[config.mk]
export PLATFORM = sky130hd
export DESIGN_NAME = div_512_seq
export DESIGN_NICKNAME = d
export VERILOG_FILES = /design/src/rtl/div_512_seq.sv
export SDC_FILE = /design/constraint.sdc
export NUM_CORES = 2
export LEC_CHECK = 0
export BUFFER_PORTS_ARGS = -buffer_cell sky130_fd_sc_hd__buf_2
export CAP_MARGIN = 20
export CORE_ASPECT_RATIO = 0.7
export CORE_MARGIN = 5
export CORE_UTILIZATION = 25
export DETAILED_ROUTE_END_ITERATION = 16
export GPL_TIMING_DRIVEN = 0
export HOLD_SLACK_MARGIN = 0.05
export PLACE_DENSITY = 0.5
export SYNTH_ARGS = -nofsm -noshare
export SYNTH_HDL_FRONTEND = slang
export SYNTH_SLANG_ARGS = --single-unit
[constraint.sdc]
create_clock -name clk -period 7 [get_ports clk]
set_clock_uncertainty 0.15 [all_clocks]
set_input_delay 0.35 -clock clk [delete_from_list [all_inputs] [get_ports clk]]
set_output_delay 0.35 -clock clk [all_outputs]
set_load 0.01 [all_outputs]
[src/rtl/div_512_seq.sv]
// Sequential radix-2 restoring divider: DW-bit dividend / VW-bit divisor,
// one quotient bit per clock, with a start/busy/done handshake.
module div_512_seq #(
  parameter int DW = 512,
  parameter int VW = 128
) (
  input  logic          clk,
  input  logic          rst_n,
  input  logic          start,
  input  logic [DW-1:0] dividend_in,
  input  logic [VW-1:0] divisor_in,
  output logic          busy,
  output logic          done,
  output logic          div_by_zero,
  output logic [DW-1:0] quotient,
  output logic [VW-1:0] remainder
);

  localparam int CW = (DW > 1) ? $clog2(DW) : 1;

  typedef enum logic [1:0] {
    S_IDLE,
    S_RUN,
    S_DONE
  } state_t;

  state_t         r_state;
  state_t         w_nextState;
  logic           w_accept;

  logic [DW-1:0]  r_q;
  logic [VW-1:0]  r_d;
  logic [VW-1:0]  r_rem;
  logic [CW-1:0]  r_cnt;
  logic [DW-1:0]  r_quotient;
  logic [VW-1:0]  r_remainder;
  logic           r_divByZero;

  logic [VW:0]    w_trial;
  logic           w_ge;
  logic [VW-1:0]  w_sub;
  logic [VW-1:0]  w_remNext;
  logic [DW-1:0]  w_qNext;

  // The trial value carries the extra bit, so the stored remainder
  // (always < divisor) fits in VW bits.
  assign w_trial   = {r_rem, r_q[DW-1]};
  assign w_ge      = (w_trial >= {1'b0, r_d});
  assign w_sub     = w_trial[VW-1:0] - r_d;
  assign w_remNext = w_ge ? w_sub : w_trial[VW-1:0];
  assign w_qNext   = {r_q[DW-2:0], w_ge};

  always_ff @(posedge clk) begin
    if (!rst_n) begin
      r_state <= S_IDLE;
    end else begin
      r_state <= w_nextState;
    end
  end

  always_comb begin
    w_nextState = r_state;
    w_accept    = 1'b0;
    case (r_state)
      S_IDLE: begin
        if (start) begin
          w_accept    = 1'b1;
          w_nextState = (divisor_in == '0) ? S_DONE : S_RUN;
        end
      end
      S_RUN: begin
        if (r_cnt == '0) begin
          w_nextState = S_DONE;
        end
      end
      S_DONE: begin
        if (start) begin
          w_accept    = 1'b1;
          w_nextState = (divisor_in == '0) ? S_DONE : S_RUN;
        end else begin
          w_nextState = S_IDLE;
        end
      end
      default: begin
        w_nextState = S_IDLE;
      end
    endcase
  end

  always_ff @(posedge clk) begin
    if (!rst_n) begin
      r_q         <= '0;
      r_d         <= '0;
      r_rem       <= '0;
      r_cnt       <= '0;
      r_quotient  <= '0;
      r_remainder <= '0;
      r_divByZero <= 1'b0;
    end else if (w_accept) begin
      r_q         <= dividend_in;
      r_d         <= divisor_in;
      r_rem       <= '0;
      r_cnt       <= CW'(DW - 1);
      r_divByZero <= 1'b0;
      if (divisor_in == '0) begin
        r_quotient  <= '1;
        r_remainder <= '0;
        r_divByZero <= 1'b1;
      end
    end else if (r_state == S_RUN) begin
      r_q   <= w_qNext;
      r_rem <= w_remNext;
      // Last iteration publishes the freshly shifted values directly.
      if (r_cnt == '0) begin
        r_quotient  <= w_qNext;
        r_remainder <= w_remNext;
      end else begin
        r_cnt <= r_cnt - 1'b1;
      end
    end
  end

  assign busy        = (r_state == S_RUN);
  assign done        = (r_state == S_DONE);
  assign div_by_zero = r_divByZero;
  assign quotient    = r_quotient;
  assign remainder   = r_remainder;

endmodule

======== After elaboration in Yosys (flattened, before gate mapping) ========
Index checks and enable logic that the tools add are counted.
cells by class
  add/subtract/negate cells ............... 2
  $lt $le $gt $ge ......................... 1
  equality and inequality tests ........... 6
  mux-type cells .......................... 22
  bitwise gates (word level) .............. 1
  reduce and logical (&&, ||, !) cells .... 10
operator list
  cell                                                    count
  2-to-1 mux 512 bit                                      6
  2-to-1 mux 128 bit                                      5
  >= comparator 129 x 128 -> 1 bit                        1
  logical NOT 128 bit                                     1
  subtractor 128 bit                                      1
  2-to-1 mux 9 bit                                        3
  logical NOT 9 bit                                       1
  subtractor 9 x 1 -> 9 bit (second input constant)       1
  2-to-1 mux 2 bit                                        4
  case mux 2 bit (3 select lines)                         1
  inequality test 2 x 1 -> 1 bit (second input constant)  2
  inequality test 2 bit (second input constant)           2
  AND reduction 2 bit                                     2
  nonzero test 2 bit                                      2
  OR reduction 2 bit                                      2
  2-to-1 mux 1 bit                                        3
  AND reduction 3 bit                                     1
  == test 2 x 1 -> 1 bit (second input constant)          1
  == test 2 bit (second input constant)                   1
  logical NOT 2 bit                                       1
  NOT 1 bit                                               1
storage, ports and cells
  register bits ........................... 1420
  input port bits ......................... 643
  output and inout bits ................... 643
  logic and storage cells ................. 50

======== Logic depth before layout (Yosys ltp) ========
  depth after elaboration ................. 5
  gate-level depth with buffers ........... 16
  mapped depth without buffers ............ 15

======== Least setup slack after synthesis ========
OpenSTA, ideal clock, no wires.
  path kind ............................... reg-to-reg
  from .................................... register r_d[13]
  to ...................................... register r_remainder[117] (netlist: remainder[117])
  setup time .............................. 0.122 ns
  arrival ................................. 3.205 ns
  slack ................................... 3.523 ns
  cell stages (with the launch flop) ...... 17
  cell sequence ........................... dfxtp_1 -> inv_1 -> ha_1 -> buf_2 -> nand4_1 -> or3_1 -> a211o_1 -> a311oi_2 -> o31ai_2 -> a2111oi_4 -> a2111oi_1 -> or2_1 -> buf_2 -> buf_2 -> nand2_1 -> a21oi_1 -> a221o_1
between the ends
  word-level cells in the longest chain between the ends .. 5
  elaborated cells on any way between the ends .. 6
RTL lines
  what                                                                           RTL line  RTL
  from (decl)                                                                    32        logic [VW-1:0] r_d;
  from (signal assigned)                                                         101       r_d <= divisor_in;
  subtractor 128 bit / >= comparator 129 x 128 -> 1 bit (equally long branches)  49, 48
  2-to-1 mux 128 bit (*)                                                         50        assign w_remNext = w_ge ? w_sub : w_trial[VW-1:0];
  2-to-1 mux 128 bit (*)                                                         114       if (r_cnt == '0) begin
  2-to-1 mux 128 bit (*)                                                         110       end else if (r_state == S_RUN) begin
  2-to-1 mux 128 bit (*)                                                         99        end else if (w_accept) begin
  to (signal assigned)                                                           116       r_remainder <= w_remNext;
  to (decl)                                                                      36        logic [VW-1:0] r_remainder;
Mark *: on every way between the ends. The rest lies on a longest branch, timed or not. The select of a mux whose other input is x is not followed.
A chain may end at the register's enable or synchronous reset.

======== Worst setup path in the final report ========
  from .................................... register r_q[511]
  to ...................................... register r_rem[126]
between the ends
  word-level cells in the longest chain between the ends .. 2
  elaborated cells on any way between the ends .. 3
RTL lines
  what                                                                           RTL line  RTL
  from (decl)                                                                    31        logic [DW-1:0] r_q;
  from (signal assigned)                                                         100       r_q <= dividend_in;
  from (signal assigned)                                                         111       r_q <= w_qNext;
  subtractor 128 bit / >= comparator 129 x 128 -> 1 bit (equally long branches)  49, 48
  2-to-1 mux 128 bit (*)                                                         50
  to (signal assigned)                                                           112       r_rem <= w_remNext;
  to (decl)                                                                      33        logic [VW-1:0] r_rem;
Mark *: on every way between the ends. The rest lies on a longest branch, timed or not.

==> key figures <==
Outcome
  • Outcome: finished clean

Power and ir drop
  • P_leak: 36.8 nW
  • Part of the power in registers: 37.2%
  • Internal power: 15.9 mW
  • Switching power: 8.45 mW
  • Comb power frac: 25.8%
  • PD cells: 276 nW/um^2
  • Max IR drop VDD: 0.160 mV
  • Clock power share: 37.0%
  • Switching share of power: 34.7%

Cells and area
  • Final nets: 11.8k
  • Fillers: 27.9k
  • Cell area after layout: 88200 um^2
  • Share of layout cells above drive strength 1: 14.7%
  • Final core utilization: 34.1%
  • Area growth from synthesis to layout: 35.7%

Die
  • Std-Cell Rows: 156
  • Die width: 619 um
  • # IOs: 1286
  • Die ar.: 270000 um^2
  • Initial Util: 25.1%
  • Die H: 437 um
  • Placeable core region: 258000 um^2

Timing
  • Hold Fails Final Rpt: 0
  • Unrepaired setup endpoints after global routing: no
  • Max Clk Rate: 173 MHz
  • Crit path time final: 5790 ps
  • Worst slew pin tran: 1250 ps
  • Final slew viol count: 0
  • Final period utilization: 82.7%
  • Number of setup violations in the final report: 0
  • Worst slew margin: 16.1%

Global route
  • Largest net degree at the start of global routing: 16
  • GR Util All Layers: 24.8%
  • First-pass GRT wire length: 499000 um
  • Total gr overflow: 0
  • Vias in the first global route: 71.1k
  • Initial antenna violation count: 67

Setup path
  • Crit. End Element: flip-flop
  • Startpoint Class: flip-flop
  • Data arrival, critical path: 6310 ps
  • Critical path's largest stage delay: 810 ps
  • Setup Crit Path Kind: reg2reg
  • Slowest library cell on the worst path: o31ai_1
  • WP data required: 7530 ps
  • R2R depth: 15
  • Largest fanout on the critical path: 3
  • CP Cell Sequence: inv_1 -> ha_1 -> inv_1 -> fa_1 -> nand3_1 -> a211oi_1 -> nor4_1 -> nor3_1 -> o31ai_1 -> a31oi_1 -> a2111oi_1 -> nor3_1 -> a41oi_1 -> xor2_1 -> o21ai_0

Route
  • DRT iter0 DRCs: 6608
  • Vias per inst: 5.03
  • Post-route ant nets: 0
  • DR DRC count: 0
  • WL final: 354000 um
  • Wirelength per Cell: 24.1 um
  • First-pass DRT Iterations: 6
  • Total number of vias: 74.0k

Placement
  • Routability cong.: 1.00
  • DP Area: 76100 um^2
  • HPWL Detailed: 287000 um
  • PortBufs: 1285

Yosys
  • Asr flop ratio synth: 0%
  • Post-synthesis cell area: 65000 um^2
  • Post-Syn Nets: 9716
  • Post-synth top flop: dfxtp_1
  • Post-synthesis sequential area ratio: 43.8%
  • Post-synth cell types: 76
  • Cell taking the most area after synthesis: dfxtp_1
  • Synth Register Bits: 1420
  • Syn Area/Cell: 7.27 um^2
  • Synthesis warning total: 0
  • Top area cells in the synthesized netlist: dfxtp_1, nor2_1, nand2_1
  • Post-synth top area share: 43.8%
  • Post-synth EDFFs: 0
  • Syn Inst Count: 8943

CTS
  • H-tree level count: 4
  • # clock sinks: 1420
  • CTS buffer count: 166
  • Clk pin slew, worst setup/hold paths: 60 ps
  • CTS tree: built
  • CTS root buf: clkbuf_16
  • Post-CTS resize count: 0
  • Longest Clk Path Bufs: 4
  • Worst skew pair latency: 830 ps

Hold path
  • Hold path depth: 4
  • Worst hold path type: in2reg

Flow run
  • Max_cap viols: 0
layout make-up:
class                      count  area, um^2  share of cell area, %
antenna                       39        97.6                  0.111
clock inverter                58         709                  0.805
tap                         3476        4350                   4.93
multi-input combinational   6611       33100                   37.5
timing repair buffer        1953       13200                   15.0
clock buffer                 234        4750                   5.39
inverter                     170         638                  0.724
sequential                  1420       28400                   32.2
buffer                       742        2860                   3.24
placed cells by master (no fill, tap or decap), types with 10 or more instances in the layout:
master | netlist | routed
a21oi_1 | 982 | 982
inv_1 | 168 | 168
xnor2_1 | 65 | 65
clkinv_2 | 0 | 25
nand3_1 | 41 | 41
mux2i_1 | 36 | 36
clkbuf_2 | 0 | 10
diode_2 | 0 | 39
a211oi_1 | 12 | 12
clkbuf_8 | 0 | 32
dfxtp_1 | 1420 | 1420
clkbuf_1 | 690 | 715
buf_1 | 17 | 17
o31ai_1 | 11 | 11
a31oi_1 | 36 | 36
o211ai_1 | 10 | 10
nand2_1 | 1612 | 1612
buf_2 | 31 | 1317
o21ai_0 | 408 | 408
ha_1 | 129 | 129
o21a_1 | 21 | 21
a22oi_1 | 10 | 10
nor4_1 | 50 | 47
bufinv_16 | 0 | 12
or3_1 | 12 | 12
a311oi_1 | 512 | 512
nor3_1 | 40 | 40
a21o_1 | 68 | 68
buf_8 | 0 | 14
dlygate4sd3_1 | 0 | 643
and4_1 | 11 | 11
nor2_1 | 2190 | 2188
and3_1 | 17 | 17
nand4_1 | 90 | 90
o21bai_1 | 38 | 38
o21ai_1 | 21 | 21
nor2b_1 | 12 | 12
xor2_1 | 56 | 56
clkbuf_16 | 0 | 167
what timing repair did:
action | in CTS | in global routing
hold buffers | 643 | 0
hold endpoints to repair | 644 | 0
setup endpoints to repair | 0 | 0
buffers inserted | 0 | 0
state kept, by name (all words and copies together), names as in the netlist:
| register | flops |
|---|---|
| div_by_zero | 1 |
| quotient | 512 |
| r_cnt | 9 |
| r_d | 128 |
| r_q | 512 |
| r_rem | 128 |
| r_state | 2 |
| remainder | 128 |
power by group through the flow:
stage | Sequential, mW | Combinational, mW | Clock, mW
detailed placement | 9.20 | 5.84 | 0
floorplan | 9.08 | 3.63 | 0
finish | 9.05 | 6.28 | 9.01
global route | 9.10 | 6.82 | 9.52
CTS | 9.03 | 6.19 | 9.20
global placement | 9.19 | 5.77 | 0
per-layer routing:
layer	global-route usage (%)	routed length (um)
met1	31.8	149000
met2	38.7	154000
met3	5.07	26000
met4	14.4	24900
met5	0	50
critical path, delay by kind of cell (launching register included):
| family | cells | cell delay [ps] |
|---|---|---|
| AOI/OAI and AO/OA | 6 | 2660 |
| and+or+nand+nor | 4 | 1400 |
| adders and majority gates | 2 | 560 |
| DFF | 1 | 430 |
| xor gates and xnor gates | 1 | 280 |
| buffers and inverters | 2 | 150 |
cell usage after synthesis, types with 38 or more instances:
cell,number
ha_1,129
a21oi_1,982
nor3_1,40
o21ai_0,408
o21bai_1,38
nor4_1,50
dfxtp_1,1420
clkbuf_1,690
xor2_1,56
xnor2_1,65
nand3_1,41
nand4_1,90
nor2_1,2190
a311oi_1,512
inv_1,168
nand2_1,1612
a21o_1,68
kinds of logic after synthesis:
| group | count (synthesis) | synth area share [%] |
|---|---|---|
| compound gates | 2213 | 21.3 |
| xor+xnor | 121 | 1.63 |
| fa+ha+maj | 130 | 2.51 |
| buf+inv | 912 | 5.36 |
| flops | 1420 | 43.8 |
| mux | 36 | 0.555 |
| simple gates | 4111 | 24.8 |
per-stage QoR:
step                      instances  hold slack, ps  setup TNS [ps]  worst slack (ps)  power (mW)
after global routing          14689             128               0               983        25.4
after CTS                     14661            81.2               0              1230        24.4
after detailed placement      13726             281               0              1250        15.0
after global placement        13704             286            -226             -28.6        15.0
after floorplan                8943             286               0              3520        12.7
final                         14703             167               0              1210        24.3
final timing paths:
check | start | endpoint | slack (ps)
worst min register to register | remainder[88] | remainder[88] | 290
worst max register to register | r_q[511] | r_rem[126] | 1210
worst min-delay path | dividend_in[179] | r_q[179] | 170
worst max-delay path | r_q[511] | r_rem[126] | 1210
(Power assumes the default switching activity.)
